**src/rtl/pleasure_integrator.sv**
```systemverilog
// Integrates pleasure_inc/pleasure_dec requests into a saturating level, updated on a prescaled tick,
// and classifies it into a LOW/NEUTRAL/HIGH mood with hysteresis. Define DECAY_EN to enable idle decay toward MID.
module pleasure_integrator #(
  parameter int WIDTH       = 8,
  parameter int STEP        = 4,
  parameter int TICK_DIV    = 4,
  parameter int HI_ON       = 192,
  parameter int HI_OFF      = 160,
  parameter int LO_ON       = 64,
  parameter int LO_OFF      = 96,
  parameter int DECAY_TICKS = 8
) (
  input  logic             clk,
  input  logic             rst_n,
  input  logic             ena,
  input  logic             pleasure_inc,
  input  logic             pleasure_dec,
  output logic [WIDTH-1:0] level,
  output logic [1:0]       mood,
  output logic             changed
);

  localparam int PW = (TICK_DIV > 1) ? $clog2(TICK_DIV) : 1;
  localparam logic [WIDTH-1:0] MID    = {1'b1, {(WIDTH-1){1'b0}}};
  localparam logic [WIDTH:0]   MAX_W  = {1'b0, {WIDTH{1'b1}}};
  localparam logic [WIDTH:0]   STEP_W = (WIDTH+1)'(STEP);
  localparam logic [WIDTH-1:0] HI_ON_L  = WIDTH'(HI_ON);
  localparam logic [WIDTH-1:0] HI_OFF_L = WIDTH'(HI_OFF);
  localparam logic [WIDTH-1:0] LO_ON_L  = WIDTH'(LO_ON);
  localparam logic [WIDTH-1:0] LO_OFF_L = WIDTH'(LO_OFF);

  typedef enum logic [1:0] {
    MOOD_LOW     = 2'b00,
    MOOD_NEUTRAL = 2'b01,
    MOOD_HIGH    = 2'b10
  } mood_t;

  logic [PW-1:0]    presc;
  logic             tick;
  logic [WIDTH:0]   sum;
  logic [WIDTH-1:0] sat_up;
  logic [WIDTH-1:0] sat_dn;
  logic [WIDTH-1:0] level_next;
  mood_t            mood_q;
  mood_t            mood_d;

  assign tick = ena && (presc == PW'(TICK_DIV - 1));

  // NOTE: sequential state is assigned with <= so every register samples pre-edge values.
  always_ff @(posedge clk or negedge rst_n) begin
    if (!rst_n) begin
      presc <= '0;
    end else if (ena) begin
      presc <= tick ? '0 : presc + PW'(1);
    end
  end

  // Saturating arithmetic is done one bit wider so the carry/borrow is visible.
  assign sum    = {1'b0, level} + STEP_W;
  assign sat_up = (sum > MAX_W) ? MAX_W[WIDTH-1:0] : sum[WIDTH-1:0];
  assign sat_dn = ({1'b0, level} < STEP_W) ? '0 : level - STEP_W[WIDTH-1:0];

`ifdef DECAY_EN
  localparam int IW = $clog2(DECAY_TICKS + 1);
  logic [IW-1:0] idle_cnt;
  logic          idle_req;
  logic          decay_due;

  assign idle_req  = !pleasure_inc && !pleasure_dec;
  assign decay_due = idle_req && (idle_cnt == IW'(DECAY_TICKS - 1));

  always_ff @(posedge clk or negedge rst_n) begin
    if (!rst_n) begin
      idle_cnt <= '0;
    end else if (tick) begin
      idle_cnt <= (idle_req && !decay_due) ? idle_cnt + IW'(1) : '0;
    end
  end
`endif

  // NOTE: level_next gets a default before the case so no path leaves it unassigned (no latch).
  always_comb begin
    level_next = level;
    case ({pleasure_inc, pleasure_dec})
      2'b10:   level_next = sat_up;
      2'b01:   level_next = sat_dn;
      default: begin
`ifdef DECAY_EN
        if (decay_due) begin
          if (level > MID)      level_next = level - WIDTH'(1);
          else if (level < MID) level_next = level + WIDTH'(1);
        end
`endif
      end
    endcase
  end

  always_ff @(posedge clk or negedge rst_n) begin
    if (!rst_n) begin
      level   <= MID;
      changed <= 1'b0;
    end else begin
      changed <= tick && (level_next != level);
      if (tick) level <= level_next;
    end
  end

  // Mood FSM: state register, next-state logic, output decode.
  always_ff @(posedge clk or negedge rst_n) begin
    if (!rst_n) mood_q <= MOOD_NEUTRAL;
    else        mood_q <= mood_d;
  end

  always_comb begin
    mood_d = mood_q;
    if (ena) begin
      case (mood_q)
        MOOD_NEUTRAL: begin
          if (level >= HI_ON_L)      mood_d = MOOD_HIGH;
          else if (level <= LO_ON_L) mood_d = MOOD_LOW;
        end
        MOOD_HIGH: begin
          if (level <= LO_ON_L)       mood_d = MOOD_LOW;
          else if (level < HI_OFF_L)  mood_d = MOOD_NEUTRAL;
        end
        MOOD_LOW: begin
          if (level >= HI_ON_L)       mood_d = MOOD_HIGH;
          else if (level > LO_OFF_L)  mood_d = MOOD_NEUTRAL;
        end
        default: mood_d = MOOD_NEUTRAL;
      endcase
    end
  end

  always_comb begin
    mood = mood_q;
  end

endmodule

```
**config.mk**
```make
export PLATFORM = sky130hd
export DESIGN_NAME = pleasure_integrator
export DESIGN_NICKNAME = d
export VERILOG_FILES = /design/src/rtl/pleasure_integrator.sv
export SDC_FILE = /design/constraint.sdc
export NUM_CORES = 1
export LEC_CHECK = 0
export CORE_ASPECT_RATIO = 1.4
export CORE_MARGIN = 2
export CORE_UTILIZATION = 25
export CTS_CLUSTER_SIZE = 16
export DETAILED_ROUTE_END_ITERATION = 10
export GPL_TIMING_DRIVEN = 0
export PLACE_DENSITY = 0.52
export SLEW_MARGIN = 10
export SYNTH_ARGS = -nofsm -noshare
export SYNTH_HDL_FRONTEND = slang
export SYNTH_SLANG_ARGS = --single-unit
```
**constraint.sdc**
```tcl
create_clock -name clk -period 1.7 [get_ports clk]
set_clock_uncertainty 0.05 [all_clocks]
set_input_delay 0.255 -clock clk [delete_from_list [all_inputs] [get_ports clk]]
set_output_delay 0.255 -clock clk [all_outputs]
set_load 0.01 [all_outputs]
```
== Yosys cells after proc, flatten, opt, wreduce, memory -nomap -nowiden ==
Index checks and enable logic that the tools add are counted.

* Reduce and logical (&&, ||, !) cells: 4
* Add/sub/neg operators: 3
* Eq/ne operators: 9
* Magnitude comparators: 6
* Multiplexer cells: 11

{| class="wikitable"
|+ Operator list
! cell !! number
|-
| 2-to-1 mux 8 bit || 2
|-
| one-hot mux 8 bit (2 select lines) || 1
|-
| 2-to-1 mux 2 bit || 7
|-
| adder 8 x 3 -> 9 bit (second input constant) || 1
|-
| > comparator 9 x 8 -> 1 bit (second input constant) || 1
|-
| inequality test 3 bit (second input constant) || 3
|-
| greater-or-equal comparator 8 bit (second input constant) || 1
|-
| > comparator 8 x 7 -> 1 bit (second input constant) || 1
|-
| less-or-equal comparator 8 x 7 -> 1 bit (second input constant) || 1
|-
| < comparator 8 x 3 -> 1 bit (second input constant) || 1
|-
| < comparator 8 bit (second input constant) || 1
|-
| inequality test 8 bit || 1
|-
| subtractor 8 x 3 -> 8 bit (second input constant) || 1
|-
| equality test 2 bit (second input constant) || 3
|-
| one-hot mux 2 bit (3 select lines) || 1
|-
| equality test 2 x 1 -> 1 bit (second input constant) || 2
|-
| AND reduction 4 bit || 1
|-
| adder 2 x 1 -> 2 bit (second input constant) || 1
|-
| logical AND 1 bit || 2
|-
| logical NOT 2 bit || 1
|}

* Output and inout bits: 11
* Input port bits: 5
* Flip-flop bits (word level): 13

== Depth between registers and ports, before layout ==
* Word-level depth: 6
* Gate-level depth with buffers: 8
* Depth with buffers taken out: 7

== Worst setup path before layout ==
No wires, ideal clock.

* Kind: register -> register
* Start point: register level[3]
* End point: register level[0]
* Data arrival time: 1,870 ps
* Clock period less this slack: 1,984 ps
* Required time: 1,586 ps
* Cell stages (with the launch flop): 8
* Setup slack: -284 ps
* Buffers on the path: 0
* Path through: dfrtp_1 -> inv_1 -> ha_1 -> or3b_2 -> nor4_1 -> o21ai_0 -> nor2_1 -> a21o_1

* Cells in the longest elaborated chain, start to end: 4
* Elaborated cells between the ends (all ways): 6
* Those cells by class: add/sub (1); order compare (2); mux (3)

{| class="wikitable"
|+ RTL lines
! item !! line !! source
|-
| start, declared || 18 || <nowiki>output logic [WIDTH-1:0] level,</nowiki>
|-
| start signal, assigned || 104 || <nowiki>if (tick) level <= level_next;</nowiki>
|-
| adder 8 x 3 -> 9 bit || 59 || <nowiki>assign sum = {1'b0, level} + STEP_W;</nowiki>
|-
| > comparator 9 x 8 -> 1 bit || 60 || <nowiki>assign sat_up = (sum > MAX_W) ? MAX_W[WIDTH-1:0] : sum[WIDTH-1:0];</nowiki>
|-
| 2-to-1 mux 8 bit || 60 ||
|-
| one-hot mux 8 bit (2 select lines) (*) || 84 || <nowiki>case ({pleasure_inc, pleasure_dec})</nowiki>
|}

Mark *: on every way between the ends. The rest lies on a longest branch, timed or not.
A chain may end at the register's enable or synchronous reset.

== Worst setup path in the final report ==
* Start point: input port pleasure_inc
* End point: register changed

* Cells in the longest elaborated chain, start to end: 4
* Elaborated cells between the ends (all ways): 5
* Those cells by class: eq/ne (3); mux (1); reduce/logical (1)

{| class="wikitable"
|+ RTL lines
! item !! line !! source
|-
| start, declared || 16 || <nowiki>input logic pleasure_inc,</nowiki>
|-
| equality test 2 x 1 -> 1 bit or equality test 2 bit (tied branches) || 84 ||
|-
| one-hot mux 8 bit (2 select lines) (*) || 84 ||
|-
| inequality test 8 bit (*) || 103 || <nowiki>changed <= tick && (level_next != level);</nowiki>
|-
| logical AND 1 bit (*) || 103 ||
|-
| end signal, assigned || 103 ||
|-
| end, declared || 20 || <nowiki>output logic changed</nowiki>
|}

Marks and branches as above.

==> out/qor_table.md <==
| Result | This run | Unit |
|---|---|---|
| Core box area | 0.00427 | sq mm |
| Status | complete, but fails checks | - |
| Initial antenna violation count | 0 | - |
| # placed instances | 212 | - |
| Root buffer cell | sky130_fd_sc_hd__clkbuf_8 | - |
| Cell type with the highest aggregate area in the netlist | sky130_fd_sc_hd__dfrtp_1 | - |
| Fin util | 40.6 | % |
| Insertion delay of the later-clocked pin in the worst-skew pair | 0.25 | ns |
| H-Tree Depth | 1 | - |
| RSZ-0062 raised after global routing | yes | - |
| Share of the synthesized area in the top cell type | 24.6 | % |
| Pin count of the biggest net entering global routing | 14 | - |
| Instance area at placement | 0.00138 | sq mm |
| Detailed-route DRC error count | 0 | - |
| Detailed router's first-iteration violation count | 28 | - |
| Port bufs | 15 | - |
| Via/cell ratio | 5.27 | - |
| Worst Hold Class | input port to asynchronous set/reset pin | - |
| Actual transition at the worst max-transition pin | 0.630 | ns |
| Synth cell types | 46 | - |
| Post-Layout Cell Count | 230 | - |
| Longest Clk Path Bufs | 2 | - |
| Std cell rows | 28 | - |
| Routed wire length per instance | 15.7 | um |
| Number of antenna diodes | 0 | - |
| Net count of the finished layout | 182 | - |
| Layout cells sized above 1 | 39.4 | % |
| Total GRT Usage | 15.1 | % |
| PwrDens | 1550 | mW/mm^2 |
| Number of iterations in the first detailed-routing pass | 4 | - |
| Relative max-transition margin | 57.9 | % |
| Crit. End Element | register | - |
| Required time reported for the critical path endpoint | 1.77 | ns |
| Period utilisation layout | 106 | % |
| IR drop worst, VDD | 561 | uV |
| Most area-consuming cells after synthesis | sky130_fd_sc_hd__dfrtp_1 (25%), sky130_fd_sc_hd__ha_1 (6.7%), sky130_fd_sc_hd__dfstp_2 (4.7%) | - |
| Total of fill cells in the finished design | 442 | - |
| Most frequent cells after synthesis | sky130_fd_sc_hd__dfrtp_1 (11), sky130_fd_sc_hd__nand2_1 (11), sky130_fd_sc_hd__a21oi_1 (10) | - |
| Post-synth EDFFs | 0 | - |
| Total die area | 0.00503 | sq mm |
| CTS tree | done | - |
| Cells after synthesis | 137 | - |
| Via count | 1211 | - |
| Average footprint of a synthesized cell | 8.16 | sq um |
| Finished layout cell area | 0.00173 | sq mm |
| Area growth from synthesis to layout | 55.0 | % |
| Count of final max-slew check failures | 0 | - |
| Seq cells post-synth | 13 | - |
| Chip height | 83.1 | um |
| Yosys warning total | 0 | - |
| Global route total overflow | 0 | - |
| Setup slack after layout | -0.0998 | ns |
| Total wirelength of the detailed-routed design | 3620 | um |
| Leakage power figure | 0.726 | nW |
| Final GP Congestion | 0.886 | - |
| Clock transition at the register clock pins on the worst setup and hold paths after CTS | 0.06 | ns |
| Final Hold Violating Endpoints | 0 | - |
| Final setup violating endpoints | 7 | - |
| Depth of the most critical reg-to-reg path | 6 | - |
| Critical Path AT | 1.87 | ns |
| Failing checks | setup timing | - |
| Setup crit start | pleasure_inc | - |
| TNS Setup | -0.320 | ns |
| Post-DRT Antenna Nets | 0 | - |
| Most used flip-flop cell after synthesis | sky130_fd_sc_hd__dfrtp_1 | - |
| Wire length of the first global-routing pass | 5820 | um |
| Origin of the critical flop-to-flop path | level[3] | - |
| IO Pins | 16 | - |
| Worst R2R End | changed | - |
| End point of the critical path | changed | - |
| Number of clock sinks | 13 | - |
| Width of the die | 60.5 | um |
| Register-to-Register Setup Slack | -0.1 | ns |
| Maximum operating frequency | 556 | MHz |
| Total standard cell area after synthesis | 0.00112 | sq mm |
| Net count of the mapped netlist | 148 | - |
| Max-cap check violation count | 0 | - |
| Via count of the first global-routing pass | 1239 | - |
| WS Path Type | input port to register | - |
| Post-Route Hold Slack | 0.347 | ns |
| Startpoint Class | input port | - |
| HPWL reported at the end of detailed placement | 2390 | um |
| Fin crit period | 1.80 | ns |
| Post-synth ARST share | 100 | % |
| Initial core utilization | 26.2 | % |
| Sequential area share after synthesis | 29.3 | % |
| Biggest fanout along the worst timing path | 10 | - |
| Total clock buffers created by CTS | 3 | - |
[where the power goes]
part | switching, mW | internal, mW | total (mW)
combinational | 0.924 | 0.920 | 1.84
sequential | 0.129 | 0.422 | 0.551
clock | 0.124 | 0.166 | 0.290
total | 1.18 | 1.51 | 2.69
[per-stage QoR]
stage	setup slack (ns)	total power [mW]
4_1_cts	-0.0842	2.48
3_3_place_gp	-0.504	1.77
6_report	-0.0998	2.69
2_1_floorplan	-0.199	1.39
5_1_grt	-0.205	2.86
3_5_place_dp	-0.487	1.78
[kinds of logic (layout without fill, tap and decap cells)]
kind of cell	count (synthesis)	in the layout	synth area share, %
mux	3	3	2.80
fa+ha+maj	6	6	6.71
xor+xnor	1	1	0.783
buf+inv	18	51	7.16
simple gates	49	49	24.3
flops	13	13	29.3
compound gates	47	47	29.0
[flip-flops by register name (all words and copies together) (netlist names)]
| register | cells |
|---|---|
| presc | 2 |
| level | 8 |
| mood | 2 |
| changed | 1 |
[how the worst min path moves through the flow]
stage,end,slack [ns],from,cells past startpoint
2_1_floorplan,changed,-0.09,rst_n,0
3_3_place_gp,presc[0],0.44,presc[0],1
3_5_place_dp,presc[0],0.46,presc[0],1
4_1_cts,mood[1],0.38,rst_n,1
5_1_grt,level[6],0.41,rst_n,1
6_report,level[6],0.35,rst_n,1
[cell usage in the layout (no fill, tap or decap), types with 3 or more instances in the layout]
| master | Yosys | layout |
|---|---|---|
| sky130_fd_sc_hd__inv_1 | 9 | 5 |
| sky130_fd_sc_hd__a21oi_1 | 10 | 7 |
| sky130_fd_sc_hd__nor2_1 | 7 | 4 |
| sky130_fd_sc_hd__nor3_2 | 0 | 4 |
| sky130_fd_sc_hd__nor2_2 | 0 | 3 |
| sky130_fd_sc_hd__o21ai_0 | 6 | 3 |
| sky130_fd_sc_hd__clkbuf_8 | 0 | 3 |
| sky130_fd_sc_hd__nand2_1 | 11 | 11 |
| sky130_fd_sc_hd__dfrtp_1 | 11 | 9 |
| sky130_fd_sc_hd__a31oi_1 | 6 | 6 |
| sky130_fd_sc_hd__buf_4 | 0 | 12 |
| sky130_fd_sc_hd__a21o_1 | 6 | 6 |
| sky130_fd_sc_hd__buf_6 | 1 | 5 |
| sky130_fd_sc_hd__clkdlybuf4s50_1 | 0 | 13 |
| sky130_fd_sc_hd__nand3_1 | 5 | 5 |
| sky130_fd_sc_hd__nor3_1 | 8 | 3 |
[worst max-delay path: stages]
cell and delay, ns:
sky130_fd_sc_hd__clkdlybuf4s50_1 0.43, sky130_fd_sc_hd__ha_2 0.20, sky130_fd_sc_hd__buf_6 0.15, sky130_fd_sc_hd__and3_1 0.20, sky130_fd_sc_hd__a22o_4 0.23, sky130_fd_sc_hd__o21ai_1 0.13
sky130_fd_sc_hd__nor3b_2 0.17, sky130_fd_sc_hd__a31oi_1 0.10
[per-layer routing]
layer / up-vias / routed length (um) / track usage, %
met3: 15 / 91 / 1.71
met4: 0 / 157 / 10.5
met2: 29 / 2010 / 26.9
met1: 589 / 1360 / 15.5
met5: - / 0 / 0
li1: 578 / - / -
[timing repair]
action	in CTS	in global routing
pin swaps	13	9
gates resized for setup	31	22
buffers inserted	14	2
hold buffers	0	0
endpoints found under the setup margin	11	9
[final cells by class]
type                            count  area, sq um  share of cell area [%]
Clock buffer                        4         45.0                    2.60
Buffer                              7         52.6                    3.03
Multi-Input combinational cell    106          903                    52.1
Inverter                            9         41.3                    2.38
Tap cell                           60         75.1                    4.33
Sequential cell                    13          330                    19.0
Timing Repair Buffer               31          287                    16.5
No activity file was read; power rests on OpenSTA's default activity.
